==> config.mk <==
export PLATFORM = sky130hd
export DESIGN_NAME = usb_hid_mouse_device_ep_flat
export DESIGN_NICKNAME = d
export VERILOG_FILES = /design/src/rtl/usb_hid_mouse_device_ep_if.sv /design/src/rtl/usb_hid_mouse_device_ep.sv /design/src/flat_wrapper.sv
export SDC_FILE = /design/constraint.sdc
export NUM_CORES = 1
export LEC_CHECK = 0
export BUFFER_PORTS_ARGS = -buffer_cell sky130_fd_sc_hd__clkbuf_2
export CAP_MARGIN = 25
export CORE_UTILIZATION = 30
export DETAILED_ROUTE_END_ITERATION = 8
export PLACE_DENSITY_LB_ADDON = 0.05
export SYNTH_ARGS = -nofsm -noshare
export SYNTH_HDL_FRONTEND = slang
export SYNTH_SLANG_ARGS = --single-unit
==> constraint.sdc <==
create_clock -name clk -period 4.4 [get_ports clk]
set_input_delay 0.44 -clock clk [delete_from_list [all_inputs] [get_ports clk]]
set_output_delay 0.44 -clock clk [all_outputs]
set_load 0.05 [all_outputs]
==> src/rtl/usb_hid_mouse_device_ep_if.sv <==
// ---------------------------------------------------------------------------
// usb_hid_mouse_device_ep_if
// Link between the device protocol layer and the HID mouse IN endpoint.
// Carries the decoded token and host handshake toward the endpoint, and the
// packet transmit bus (start/PID, payload byte stream, done) back out.
//   master : protocol layer (drives tokens, ACK, tx_data_ready, tx_done)
//   slave  : endpoint       (drives tx_start, tx_pid, tx_data, tx_data_valid,
//                            tx_last)
// ---------------------------------------------------------------------------
interface usb_hid_mouse_device_ep_if;
    logic       token_in_valid;
    logic [6:0] token_addr;
    logic [3:0] token_endp;
    logic       host_ack;
    logic       tx_start;
    logic [3:0] tx_pid;
    logic [7:0] tx_data;
    logic       tx_data_valid;
    logic       tx_data_ready;
    logic       tx_last;
    logic       tx_done;

    modport master (
        output token_in_valid, token_addr, token_endp, host_ack,
        output tx_data_ready, tx_done,
        input  tx_start, tx_pid, tx_data, tx_data_valid, tx_last
    );

    modport slave (
        input  token_in_valid, token_addr, token_endp, host_ack,
        input  tx_data_ready, tx_done,
        output tx_start, tx_pid, tx_data, tx_data_valid, tx_last
    );
endinterface

==> src/rtl/usb_hid_mouse_device_ep.sv <==
// ---------------------------------------------------------------------------
// usb_hid_mouse_device_ep
// Device-side HID boot-mouse interrupt IN endpoint. Accumulates motion and
// button state from a local source and answers host IN tokens with a
// DATA0/DATA1 report, NAK (nothing new) or STALL (halted). A report stays
// pending until the host ACKs it; unacked reports are resent unchanged.
//
// Ports:
//   clk, rst_n          clock, asynchronous active-low reset
//   enable              endpoint configured; low clears all endpoint state
//   dev_addr            assigned device address
//   set_halt/clear_halt halt control pulses (set wins)
//   move_valid, move_dx/dy/wheel  signed motion sample
//   buttons             current button levels
//   bus (slave)         token/handshake in, packet transmit out
//   halted, data_pid, retry_count  status
//   idle_rate           only with HID_IDLE_RATE_EN: HID idle period, 4 ms units
//
// Optional feature macro: HID_IDLE_RATE_EN (periodic resend of an unchanged
// report after idle_rate * 4 ms without a commit).
// ---------------------------------------------------------------------------
module usb_hid_mouse_device_ep #(
    parameter int DEV_EP      = 1,
    parameter int ACK_TIMEOUT = 1000,
    parameter int REPORT_LEN  = 4
) (
    input  logic        clk,
    input  logic        rst_n,
    input  logic        enable,
    input  logic [6:0]  dev_addr,
    input  logic        set_halt,
    input  logic        clear_halt,
    input  logic        move_valid,
    input  logic [7:0]  move_dx,
    input  logic [7:0]  move_dy,
    input  logic [7:0]  move_wheel,
    input  logic [7:0]  buttons,
`ifdef HID_IDLE_RATE_EN
    input  logic [7:0]  idle_rate,
`endif
    usb_hid_mouse_device_ep_if.slave bus,
    output logic        halted,
    output logic        data_pid,
    output logic [7:0]  retry_count
);
    localparam logic [3:0] PID_DATA0 = 4'h3;
    localparam logic [3:0] PID_DATA1 = 4'hB;
    localparam logic [3:0] PID_NAK   = 4'hA;
    localparam logic [3:0] PID_STALL = 4'hE;
    localparam int         ACK_W     = $clog2(ACK_TIMEOUT + 1);
    localparam logic [1:0] LAST_IDX  = 2'(REPORT_LEN - 1);

    typedef enum logic [2:0] {IDLE, SEND_HS, SEND_DATA, WAIT_DONE, WAIT_ACK} state_t;

    state_t                  state_reg;
    logic                    tx_start_reg;
    logic [3:0]              tx_pid_reg;
    logic [7:0]              tx_data_reg;
    logic                    tx_data_valid_reg;
    logic                    tx_last_reg;
    logic                    halted_reg;
    logic                    data_pid_reg;
    logic [7:0]              retry_count_reg;
    logic                    pending_reg;
    logic                    token_replay_reg;
    logic [1:0]              byte_idx_reg;
    logic [ACK_W-1:0]        ack_cnt_reg;
    logic [7:0]              last_buttons_reg;
    logic [7:0]              snap_buttons_reg;
    logic [7:0]              snap_axis_reg [3];
    logic signed [15:0]      acc_reg [3];

    logic signed [15:0]      acc_next [3];
    logic [7:0]              clamp_val [3];
    logic [2:0]              acc_nonzero;
    logic [7:0]              delta [3];
    logic                    token_match;
    logic                    clear_eff;
    logic                    halt_now;
    logic                    pending_now;
    logic                    data_pid_now;
    logic                    commit;
    logic                    dirty;
    logic                    idle_expired;
    logic [1:0]              next_idx;
    logic [7:0]              next_byte;

    assign delta[0] = move_dx;
    assign delta[1] = move_dy;
    assign delta[2] = move_wheel;

    assign token_match  = bus.token_in_valid && enable &&
                          bus.token_addr == dev_addr && bus.token_endp == 4'(DEV_EP);
    // set_halt wins over clear_halt; the "now" views let a token in the same
    // cycle as a halt pulse already see the new halt/toggle/pending state.
    assign clear_eff    = clear_halt && !set_halt;
    assign halt_now     = set_halt || (halted_reg && !clear_eff);
    assign pending_now  = pending_reg && !clear_eff;
    assign data_pid_now = data_pid_reg && !clear_eff;
    assign commit       = enable && state_reg == WAIT_ACK && bus.host_ack && pending_now;
    assign dirty        = (|acc_nonzero) || (buttons != last_buttons_reg) || idle_expired;

    // Per-axis saturating accumulate (with snapshot subtraction on commit)
    // and the +/-127 clamp used when a snapshot is taken.
    for (genvar gi = 0; gi < 3; gi++) begin : g_axis
        logic signed [16:0] sum;
        always_comb begin
            sum = {acc_reg[gi][15], acc_reg[gi]};
            if (commit)
                sum = sum - {{9{snap_axis_reg[gi][7]}}, snap_axis_reg[gi]};
            if (move_valid)
                sum = sum + {{9{delta[gi][7]}}, delta[gi]};
            if (sum > 17'sd32767)
                acc_next[gi] = 16'sh7FFF;
            else if (sum < -17'sd32768)
                acc_next[gi] = 16'sh8000;
            else
                acc_next[gi] = sum[15:0];

            if (acc_reg[gi] > 16'sd127)
                clamp_val[gi] = 8'h7F;
            else if (acc_reg[gi] < -16'sd127)
                clamp_val[gi] = 8'h81;
            else
                clamp_val[gi] = acc_reg[gi][7:0];
        end
        assign acc_nonzero[gi] = acc_reg[gi] != 16'sd0;
    end

    assign next_idx = byte_idx_reg + 2'd1;
    always_comb begin
        next_byte = snap_buttons_reg;
        case (next_idx)
            2'd1:    next_byte = snap_axis_reg[0];
            2'd2:    next_byte = snap_axis_reg[1];
            2'd3:    next_byte = snap_axis_reg[2];
            default: next_byte = snap_buttons_reg;
        endcase
    end

`ifdef HID_IDLE_RATE_EN
    // One idle_rate unit is 4 ms = 240000 cycles at 60 MHz; 255 units fit 26 bits.
    logic [25:0] idle_cnt_reg;
    logic [25:0] idle_period;
    assign idle_period  = 26'(idle_rate) * 26'd240000;
    assign idle_expired = (idle_rate != 8'd0) && (idle_cnt_reg >= idle_period);

    always_ff @(posedge clk or negedge rst_n) begin
        if (!rst_n)
            idle_cnt_reg <= '0;
        else if (!enable || commit)
            idle_cnt_reg <= '0;
        else if (!idle_expired)
            idle_cnt_reg <= idle_cnt_reg + 26'd1;
    end
`else
    assign idle_expired = 1'b0;
`endif

    always_ff @(posedge clk or negedge rst_n) begin
        if (!rst_n) begin
            for (int i = 0; i < 3; i++) begin
                acc_reg[i]       <= '0;
                snap_axis_reg[i] <= '0;
            end
        end else if (!enable) begin
            for (int i = 0; i < 3; i++)
                acc_reg[i] <= '0;
        end else begin
            for (int i = 0; i < 3; i++)
                acc_reg[i] <= acc_next[i];
            if (state_reg == IDLE && (token_match || token_replay_reg) &&
                !halt_now && !pending_now && dirty) begin
                for (int i = 0; i < 3; i++)
                    snap_axis_reg[i] <= clamp_val[i];
            end
        end
    end

    always_ff @(posedge clk or negedge rst_n) begin
        if (!rst_n) begin
            state_reg         <= IDLE;
            tx_start_reg      <= 1'b0;
            tx_pid_reg        <= 4'h0;
            tx_data_reg       <= 8'h00;
            tx_data_valid_reg <= 1'b0;
            tx_last_reg       <= 1'b0;
            halted_reg        <= 1'b0;
            data_pid_reg      <= 1'b0;
            retry_count_reg   <= 8'h00;
            pending_reg       <= 1'b0;
            token_replay_reg  <= 1'b0;
            byte_idx_reg      <= 2'd0;
            ack_cnt_reg       <= '0;
            last_buttons_reg  <= 8'h00;
            snap_buttons_reg  <= 8'h00;
        end else begin
            tx_start_reg <= 1'b0;
            halted_reg   <= halt_now;
            if (clear_eff) begin
                data_pid_reg <= 1'b0;
                pending_reg  <= 1'b0;
            end

            if (!enable) begin
                state_reg         <= IDLE;
                tx_pid_reg        <= 4'h0;
                tx_data_reg       <= 8'h00;
                tx_data_valid_reg <= 1'b0;
                tx_last_reg       <= 1'b0;
                pending_reg       <= 1'b0;
                data_pid_reg      <= 1'b0;
                last_buttons_reg  <= 8'h00;
                token_replay_reg  <= 1'b0;
                byte_idx_reg      <= 2'd0;
            end else begin
                case (state_reg)
                    IDLE: begin
                        token_replay_reg <= 1'b0;
                        if (token_match || token_replay_reg) begin
                            tx_start_reg <= 1'b1;
                            byte_idx_reg <= 2'd0;
                            tx_last_reg  <= 1'b0;
                            if (halt_now) begin
                                tx_pid_reg <= PID_STALL;
                                state_reg  <= SEND_HS;
                            end else if (pending_now) begin
                                tx_pid_reg        <= data_pid_now ? PID_DATA1 : PID_DATA0;
                                tx_data_reg       <= snap_buttons_reg;
                                tx_data_valid_reg <= 1'b1;
                                state_reg         <= SEND_DATA;
                            end else if (dirty) begin
                                snap_buttons_reg  <= buttons;
                                pending_reg       <= 1'b1;
                                tx_pid_reg        <= data_pid_now ? PID_DATA1 : PID_DATA0;
                                tx_data_reg       <= buttons;
                                tx_data_valid_reg <= 1'b1;
                                state_reg         <= SEND_DATA;
                            end else begin
                                tx_pid_reg <= PID_NAK;
                                state_reg  <= SEND_HS;
                            end
                        end
                    end
                    SEND_HS: begin
                        if (bus.tx_done)
                            state_reg <= IDLE;
                    end
                    SEND_DATA: begin
                        if (tx_data_valid_reg && bus.tx_data_ready) begin
                            if (byte_idx_reg == LAST_IDX) begin
                                tx_data_valid_reg <= 1'b0;
                                tx_last_reg       <= 1'b0;
                                state_reg         <= WAIT_DONE;
                            end else begin
                                byte_idx_reg <= next_idx;
                                tx_data_reg  <= next_byte;
                                tx_last_reg  <= (next_idx == LAST_IDX);
                            end
                        end
                    end
                    WAIT_DONE: begin
                        if (bus.tx_done) begin
                            ack_cnt_reg <= '0;
                            state_reg   <= WAIT_ACK;
                        end
                    end
                    WAIT_ACK: begin
                        if (bus.host_ack) begin
                            if (commit) begin
                                data_pid_reg     <= ~data_pid_reg;
                                last_buttons_reg <= snap_buttons_reg;
                                pending_reg      <= 1'b0;
                            end
                            state_reg <= IDLE;
                        end else if (token_match || ack_cnt_reg >= ACK_W'(ACK_TIMEOUT - 1)) begin
                            // Give up on this ACK; the snapshot stays pending and a
                            // token that caused the abort is replayed from IDLE.
                            token_replay_reg <= token_match;
                            if (retry_count_reg != 8'hFF)
                                retry_count_reg <= retry_count_reg + 8'd1;
                            state_reg <= IDLE;
                        end else begin
                            ack_cnt_reg <= ack_cnt_reg + ACK_W'(1);
                        end
                    end
                    default: state_reg <= IDLE;
                endcase
            end
        end
    end

    assign bus.tx_start      = tx_start_reg;
    assign bus.tx_pid        = tx_pid_reg;
    assign bus.tx_data       = tx_data_reg;
    assign bus.tx_data_valid = tx_data_valid_reg;
    assign bus.tx_last       = tx_last_reg;
    assign halted            = halted_reg;
    assign data_pid          = data_pid_reg;
    assign retry_count       = retry_count_reg;
endmodule

==> src/flat_wrapper.sv <==
// flat-port wrapper written by rule: the top's interface ports become plain ports
module usb_hid_mouse_device_ep_flat 
#(
    parameter int DEV_EP      = 1,
    parameter int ACK_TIMEOUT = 1000,
    parameter int REPORT_LEN  = 4
)
  (clk, rst_n, enable, dev_addr, set_halt, clear_halt, move_valid, move_dx, move_dy, move_wheel, buttons, halted, data_pid, retry_count, bus_token_in_valid, bus_token_addr, bus_token_endp, bus_host_ack, bus_tx_data_ready, bus_tx_done, bus_tx_start, bus_tx_pid, bus_tx_data, bus_tx_data_valid, bus_tx_last);
  usb_hid_mouse_device_ep_if bus_i ();
  input  logic clk;
  input  logic rst_n;
  input  logic enable;
  input  logic [6:0] dev_addr;
  input  logic set_halt;
  input  logic clear_halt;
  input  logic move_valid;
  input  logic [7:0] move_dx;
  input  logic [7:0] move_dy;
  input  logic [7:0] move_wheel;
  input  logic [7:0] buttons;
  output logic halted;
  output logic data_pid;
  output logic [7:0] retry_count;
  input wire logic [$bits(bus_i.token_in_valid)-1:0] bus_token_in_valid;
  input wire logic [$bits(bus_i.token_addr)-1:0] bus_token_addr;
  input wire logic [$bits(bus_i.token_endp)-1:0] bus_token_endp;
  input wire logic [$bits(bus_i.host_ack)-1:0] bus_host_ack;
  input wire logic [$bits(bus_i.tx_data_ready)-1:0] bus_tx_data_ready;
  input wire logic [$bits(bus_i.tx_done)-1:0] bus_tx_done;
  output wire logic [$bits(bus_i.tx_start)-1:0] bus_tx_start;
  output wire logic [$bits(bus_i.tx_pid)-1:0] bus_tx_pid;
  output wire logic [$bits(bus_i.tx_data)-1:0] bus_tx_data;
  output wire logic [$bits(bus_i.tx_data_valid)-1:0] bus_tx_data_valid;
  output wire logic [$bits(bus_i.tx_last)-1:0] bus_tx_last;
  assign bus_i.token_in_valid = bus_token_in_valid;
  assign bus_i.token_addr = bus_token_addr;
  assign bus_i.token_endp = bus_token_endp;
  assign bus_i.host_ack = bus_host_ack;
  assign bus_i.tx_data_ready = bus_tx_data_ready;
  assign bus_i.tx_done = bus_tx_done;
  assign bus_tx_start = bus_i.tx_start;
  assign bus_tx_pid = bus_i.tx_pid;
  assign bus_tx_data = bus_i.tx_data;
  assign bus_tx_data_valid = bus_i.tx_data_valid;
  assign bus_tx_last = bus_i.tx_last;
  usb_hid_mouse_device_ep #(.DEV_EP(DEV_EP), .ACK_TIMEOUT(ACK_TIMEOUT), .REPORT_LEN(REPORT_LEN)) u_core (.clk(clk), .rst_n(rst_n), .enable(enable), .dev_addr(dev_addr), .set_halt(set_halt), .clear_halt(clear_halt), .move_valid(move_valid), .move_dx(move_dx), .move_dy(move_dy), .move_wheel(move_wheel), .buttons(buttons), .bus(bus_i), .halted(halted), .data_pid(data_pid), .retry_count(retry_count));
endmodule
==> impl_results.md, run 1 <==
* Relative slew slack at 0.427
* Period Utilization, post-route at 0.981
* Clock-pin slew on the worst setup and hold paths at 60 ps
* Max reg flops at 48
* Num Clock Sinks at 130
* Grt total ovfl at 0
* Number of endpoints failing setup at the final stage at 0
* TNS Setup at 0 ps
* Post-synthesis sequential area ratio at 0.282
* Status: finished, final reports clean
* Hold_ws at 297 ps
* Worst skew pair latency at between 400 and 500 ps
* Worst setup EP type: flop
* Crit path max-delay family: compound AO/OA/AOI/OAI gates
* 1st-pass router iterations at 7
* HP Class: input pin to flop
* Post-Place Worst Slack at -145 ps
* P_leak at 0.00677 uW
* Element type at the critical path start: flop
* Total GRT Usage at 0.181
* Inserted Clock Buffers at 17
* Starting density of the core at 0.306
* Final min period at 4320 ps
* Final Hold Vio Count at 0
* Row cnt at 71
* Bufs and invs on worst path at 3
* Main synth FF type: dfrtp_1
* Area of the multi-input gates at 0.00822 sq mm
* Residual DRC at 0
* Drt total wl at 34900 um
* Worst EP arrival at 4620 ps
* R2r startpoint: u_core.snap_axis_reg[1]
* PortBufs at 84
* Number of synthesized flops with an enable pin at 0
* Layout area overhead at 25.7%
* Synthesized cell area at 0.0115 sq mm
* CTS H-Tree Depth at 4
* DIE HEIGHT at 198 um
* Pwr/cell area at 595 mW/mm^2
* CTS tree: built
* Critical Path Source: u_core.snap_axis_reg[1]
* Most frequent cells in the layout: 165 x nand2_1, 130 x o21ai_0, 130 x buf_4
* Reg-to-reg slack, setup at 80 ps
* WL per Instance at 16.6 um
* CTS max path bufs at 2
* Post-DP HPWL at 27100 um
* Gpl congestion at ~0.80
* Final WS setup at 83.8 ps
* Global-route wire length before repair at ~56000 um
* Number of global-route vias before repair at 10400
* Root Driver: clkbuf_16
* CP max-delay cell: dfrtp_1
* RR Endpoint: u_core.acc_reg[9]
* Crit path cell chain: inv_2 -> ha_4 -> nor2b_4 -> o31a_1 -> or3_4 -> a31o_4 -> a21oi_2 -> xnor2_1 -> nand2_1 -> nand2_2 -> ha_4 -> a21oi_2 -> o21ai_2 -> nor4b_2 -> o31a_1 -> mux2i_4 -> xnor2_4 -> o31ai_4 -> buf_6 -> buf_12 -> a31oi_1
* Required time of the critical path at approximately 4700 ps
* CP peak stage delay at 390 ps
* Worst Hold Launch: set_halt
* Die W at 198 um
* Crit-path max FO at 6
* Syn_area_per_cell at 8.37 sq um
* Yosys reg bits at between 100 and 150
* Post-Syn Nets at 1549
* Fin Clk Skew at 10.9 ps
* Ys async rst share at 1.00
* Largest net degree at the start of global routing at between 100 and 150
* Antenna diodes at 0
* Maximum capacitance violations at 0
* Worst Hold Depth at 3
* Tot Pwr at about 8600 uW
* 1st-iter DRT viols at 531
* Worst Hold End: u_core.halted
* Library cells used by synthesis at 80
* RSZ-0062 raised after global routing: true
* Fmax at 232 MHz
* Critical path class: flop to flop
* Final net count at 1749
* Initial antenna violation count at 0
* Fraction of layout cells with a size suffix above 1 at 0.235
* Num ports at 85
* Vias at 10800
* CORE AREA at 0.0378 sq mm
* Filler cells at 3945
* Cells after Synth at 1379
* Storage cell area at 0.00325 sq mm
* Reg2Reg Depth at 21
* Tightest Pin Transition at around 850 ps
* Synth Warn # at 0
* Vias/cell at ~5.1
* Leading cell type in the layout, fill and taps excluded: nand2_1
* Peak VDD IR at between 200 and 250 uV
* Die area at 0.0393 sq mm
* Post-route ant nets at 0
* Fin. max-slew vios at 0
[report_power, final]
group          total (uW)  switching, uW  internal (uW)
registers            1660            235           1430
logic                5580           3070           2510
clock network        1380            536            847
total                8630           3840           4790
[routing by layer]
metal  routed length (um)  track usage  up-vias
met2                16200        0.292      117
met5                    0            0        -
met4                  276       0.0393        0
met3                  786       0.0235       21
met1                17700        0.254     5112
li1                     -            -     5527
[cell usage after synthesis, types with 6 or more instances]
| cell | count | area share |
|---|---|---|
| o31a_1 | 10 | 0.0076 |
| buf_2 | 11 | 0.0048 |
| nand4_1 | 19 | 0.010 |
| dfrtp_1 | 130 | 0.28 |
| nand3_1 | 38 | 0.016 |
| inv_1 | 50 | 0.016 |
| xor2_1 | 27 | 0.020 |
| fa_1 | 6 | 0.010 |
| and3_1 | 16 | 0.0087 |
| nor3_1 | 22 | 0.0095 |
| nor3b_1 | 8 | 0.0052 |
| o211ai_1 | 13 | 0.0085 |
| o21bai_1 | 7 | 0.0046 |
| a211oi_1 | 35 | 0.023 |
| o22ai_1 | 12 | 0.0065 |
| o31ai_1 | 17 | 0.011 |
| nor4_1 | 10 | 0.0054 |
| a31oi_1 | 24 | 0.013 |
| mux2_2 | 14 | 0.014 |
| a21oi_2 | 10 | 0.0076 |
| a211o_1 | 6 | 0.0046 |
| o21a_1 | 21 | 0.014 |
| mux2_4 | 8 | 0.010 |
| nand2b_1 | 22 | 0.012 |
| a21o_1 | 33 | 0.021 |
| nand2_1 | 166 | 0.054 |
| o21ai_0 | 141 | 0.061 |
| ha_1 | 104 | 0.11 |
| mux2i_1 | 18 | 0.016 |
| a21oi_1 | 108 | 0.047 |
| a41oi_1 | 7 | 0.0053 |
| xnor2_1 | 55 | 0.042 |
| nor2_1 | 84 | 0.027 |
| clkbuf_1 | 27 | 0.0088 |
| a222oi_1 | 8 | 0.0069 |
[how the worst max path moves through the flow]
| stage | end | slack [ps] | cells past startpoint |
|---|---|---|---|
| finish | u_core.acc_reg[9] | 80 | 21 |
| global route | u_core.acc_reg[8] | -140 | 21 |
| CTS | u_core.acc_reg[22] | 10 | 18 |
| detailed placement | u_core.acc_reg[18] | -150 | 18 |
| global placement | u_core.acc_reg[22] | -150 | 18 |
| floorplan | u_core.acc_reg[13] | 150 | 20 |
[worst register-to-register path: cells and delay by family (launching register included)]
family	cells	cell delay, ps
AO/OA/AOI/OAI	8	1440
flip-flops	1	390
AND/OR/NAND/NOR	5	960
adder cells (fa/ha/maj)	2	420
XOR/XNOR	2	290
multiplexers	1	310
buffers and inverters	3	370
[cells by family after synthesis]
logic type / share of synthesized area
mux: 0.0416
compound gates: 0.277
fa+ha+maj: 0.123
simple gates: 0.177
flops: 0.282
buf+inv: 0.0350
xor+xnor: 0.0636
[per-stage QoR]
| stage | std cells | instance area (sq um) | util |
|---|---|---|---|
| 5_1_grt | 2103 | 14500 | 0.384 |
| 4_1_cts | 2080 | 14000 | 0.371 |
| 2_1_floorplan | 1379 | 11500 | - |
| 6_report | 2103 | 14500 | 0.384 |
| 3_5_place_dp | 2046 | 13400 | 0.354 |
| 3_3_place_gp | 2046 | 13400 | 0.354 |
[cell type report]
class                           instances  area share
Tap cell                              511      0.0441
Inverter                               50      0.0129
Clock inverter                          9     0.00543
Sequential cell                       130       0.224
Clock buffer                           23      0.0343
Multi-Input combinational cell       1153       0.566
Timing Repair Buffer                  227       0.113
[repair_timing]
item,CTS,global route
setup endpoints to repair,30,48
endpoints found under the hold margin,0,5
buffers inserted,1,20
pin swaps,4,39
hold buffers,0,1
resized for setup,8,68
cloned,1,1
Power figures use the tool's default switching activity.
==> inputs of run 2 (changes only) <==
--- a/config.mk
+++ b/config.mk
@@ -7,6 +7,9 @@
 export LEC_CHECK = 0
 export BUFFER_PORTS_ARGS = -buffer_cell sky130_fd_sc_hd__clkbuf_2
 export CAP_MARGIN = 25
+export CELL_PAD_IN_SITES_DETAIL_PLACEMENT = 1
+export CELL_PAD_IN_SITES_GLOBAL_PLACEMENT = 1
+export CORE_ASPECT_RATIO = 0.7
 export CORE_UTILIZATION = 30
 export DETAILED_ROUTE_END_ITERATION = 8
 export PLACE_DENSITY_LB_ADDON = 0.05
==> impl_results.md, run 2 (synthesized netlist as in run 1, its figures left out) <==
* Status: finished, final reports clean (unchanged)
* Vias/cell at 5.27 (was 5.12)
* Post-Place Worst Slack at -231 ps (was -145 ps)
* Final Hold Vio Count at 0 (unchanged)
* TNS Setup at 0 ps (unchanged)
* HP Class: input pin to flop (unchanged)
* Critical path class: flop to flop (unchanged)
* Initial antenna violation count at 1 (was 0)
* CTS tree: built (unchanged)
* Gpl congestion at 0.826 (was 0.803)
* CTS H-Tree Depth at 4 (unchanged)
* Num ports at 85 (unchanged)
* Vias at 11100 (was 10800)
* Total GRT Usage at 0.212 (was 0.181)
* Drt total wl at 41600 um (was 34900 um)
* Pwr/cell area at 642 mW/mm^2 (was 595 mW/mm^2)
* RSZ-0062 raised after global routing: true (unchanged)
* Post-DP HPWL at 31500 um (was 27100 um)
* Post-route ant nets at 0 (unchanged)
* Root Driver: clkbuf_16 (unchanged)
* CTS max path bufs at 2 (unchanged)
* Worst skew pair latency at 440 ps (about the same)
* Crit path cell chain: ha_1 -> nor2b_4 -> o31a_1 -> or3_4 -> a32o_2 -> o22ai_4 -> xnor2_2 -> nand2_1 -> nand2_2 -> ha_4 -> a21o_1 -> a21o_1 -> a21oi_1 -> o31a_1 -> mux2i_4 -> xnor2_4 -> o31ai_4 -> buf_6 -> buf_16 -> a21oi_4 (was inv_2 -> ha_4 -> nor2b_4 -> o31a_1 -> or3_4 -> a31o_4 -> a21oi_2 -> xnor2_1 -> nand2_1 -> nand2_2 -> ha_4 -> a21oi_2 -> o21ai_2 -> nor4b_2 -> o31a_1 -> mux2i_4 -> xnor2_4 -> o31ai_4 -> buf_6 -> buf_12 -> a31oi_1)
* Final net count at 1782 (was 1749)
* PortBufs at 84 (unchanged)
* DIE HEIGHT at 166 um (was 198 um)
* Row cnt at 59 (was 71)
* Area of the multi-input gates at 0.00872 sq mm (was 0.00822 sq mm)
* Fin Clk Skew at 8.39 ps (was 10.9 ps)
* Element type at the critical path start: flop (unchanged)
* WL per Instance at 19.7 um (was 16.6 um)
* Inserted Clock Buffers at 17 (unchanged)
* Number of endpoints failing setup at the final stage at 0 (unchanged)
* Most frequent cells in the layout: 163 x nand2_1, 161 x buf_4, 127 x dfrtp_1 (was 165 x nand2_1, 130 x o21ai_0, 130 x buf_4)
* Die W at 236 um (was 198 um)
* Peak VDD IR at 252 uV (was 215 uV)
* Number of global-route vias before repair at 11400 (was 10400)
* Post-Layout Cell Count at 2113 (was 2103)
* Clock-pin slew on the worst setup and hold paths at 60 ps (about the same)
* Period Utilization, post-route at 0.970 (was 0.981)
* R2r startpoint: u_core.acc_reg[1] (was u_core.snap_axis_reg[1])
* Worst Hold Launch: buttons[3] (was set_halt)
* 1st-iter DRT viols at 707 (was 531)
* Residual DRC at 0 (unchanged)
* Crit-path max FO at 7 (was 6)
* CP peak stage delay at 390 ps (about the same)
* Filler cells at 4348 (was 3945)
* Final WS setup at 133 ps (was 83.8 ps)
* 1st-pass router iterations at 5 (was 7)
* Max reg flops at 48 (unchanged)
* Layout area overhead at 32.4% (was 25.7%)
* Fmax at 234 MHz (was 232 MHz)
* CORE AREA at 0.0375 sq mm (was 0.0378 sq mm)
* Largest net degree at the start of global routing at 89 (was 101)
* Maximum capacitance violations at 0 (unchanged)
* Worst EP arrival at 4580 ps (was 4620 ps)
* Antenna diodes at 0 (unchanged)
* Placed Cells at 2046 (unchanged)
* Fraction of layout cells with a size suffix above 1 at 0.287 (was 0.235)
* Grt total ovfl at 0 (unchanged)
* Tightest Pin Transition at 1030 ps (was 852 ps)
* P_leak at 0.00699 uW (was 0.00677 uW)
* Relative slew slack at 0.307 (was 0.427)
* Hold_ws at 297 ps (about the same)
* CP max-delay cell: dfrtp_1 (unchanged)
* Final min period at 4270 ps (was 4320 ps)
* Leading cell type in the layout, fill and taps excluded: nand2_1 (unchanged)
* Required time of the critical path at 4710 ps (was 4700 ps)
* Storage cell area at 0.00326 sq mm (was 0.00325 sq mm)
* Global-route wire length before repair at 66100 um (was 55900 um)
* Worst setup EP type: flop (unchanged)
* Num Clock Sinks at 130 (unchanged)
* Fin. max-slew vios at 0 (unchanged)
* Starting density of the core at 0.308 (was 0.306)
* Critical Path Source: u_core.acc_reg[1] (was u_core.snap_axis_reg[1])
* Die area at 0.0393 sq mm (about the same)
## run 2: cell count changes in the layout (fill, tap and decap cells not counted), sizes merged
cell / before / now
buf: 143 / 176
clkinv: 6 / 3
bufinv: 1 / 4
## run 2: path summary, 6_finish.rpt
check / cells after the start / end / slack [ps]
worst min register to register: 1 / u_core.bus.tx_pid[3] / 480
worst max-delay path: 20 / u_core.acc_reg[8] / 130
worst max register to register: 20 / u_core.acc_reg[8] / 130
worst min-delay path: 2 / u_core.snap_buttons_reg[3] / 300
max in group asynchronous: 3 / u_core.snap_axis_reg[9] / 2810
min in group asynchronous: 2 / u_core.acc_reg[12] / 520
## run 2: worst max-delay path: cells and delay by family, from the launching register on
family	cells	cell delay (ps)
xor+xnor	2	260
flops	1	390
fa+ha+maj	2	500
buf+inv	2	290
mux	1	300
simple gates	4	720
compound gates	9	1660
## run 2: final cells by class
class                   instances  share of cell area
well taps                     488              0.0399
clock inverters                 9              0.0101
multi-input cells            1153               0.570
clock buffers                  23              0.0306
flip-flops and latches        130               0.213
inverters                      50              0.0124
repair buffers                260               0.124
## run 2: per-stage QoR
stage / util / total power (uW) / area, sq um
2_1_floorplan: - / 5180 / 11500
3_3_place_gp: 0.361 / 7140 / 13500
3_5_place_dp: 0.361 / 7190 / 13500
4_1_cts: 0.384 / 9050 / 14400
5_1_grt: 0.408 / 10600 / 15300
6_report: 0.408 / 9810 / 15300
## run 2: timing repair
| action | in CTS | in global routing |
|---|---|---|
| pin swaps | 16 | 66 |
| endpoints found under the setup margin | 45 | 48 |
| hold buffers | 1 | 0 |
| hold endpoints to repair | 47 | 0 |
| gates resized for setup | 31 | 146 |
| gates cloned | 2 | 1 |
| setup buffers | 8 | 25 |
## run 2: power breakdown
group          switching (uW)  leakage (uW)  total (uW)  internal [uW]
Sequential                274       0.00169        1700           1430
Clock                     576      0.000297        1550            978
Combinational            3610       0.00501        6550           2950
Total                    4460       0.00699        9810           5350
## run 2: metal layers
| metal | global-route usage | vias up | wire [um] |
|---|---|---|---|
| li1 | - | 5603 | - |
| met1 | 0.353 | 5403 | 24000 |
| met2 | 0.279 | 118 | 16300 |
| met3 | 0.0268 | 19 | 953 |
| met4 | 0.0387 | 0 | 300 |
| met5 | 0 | - | 0 |
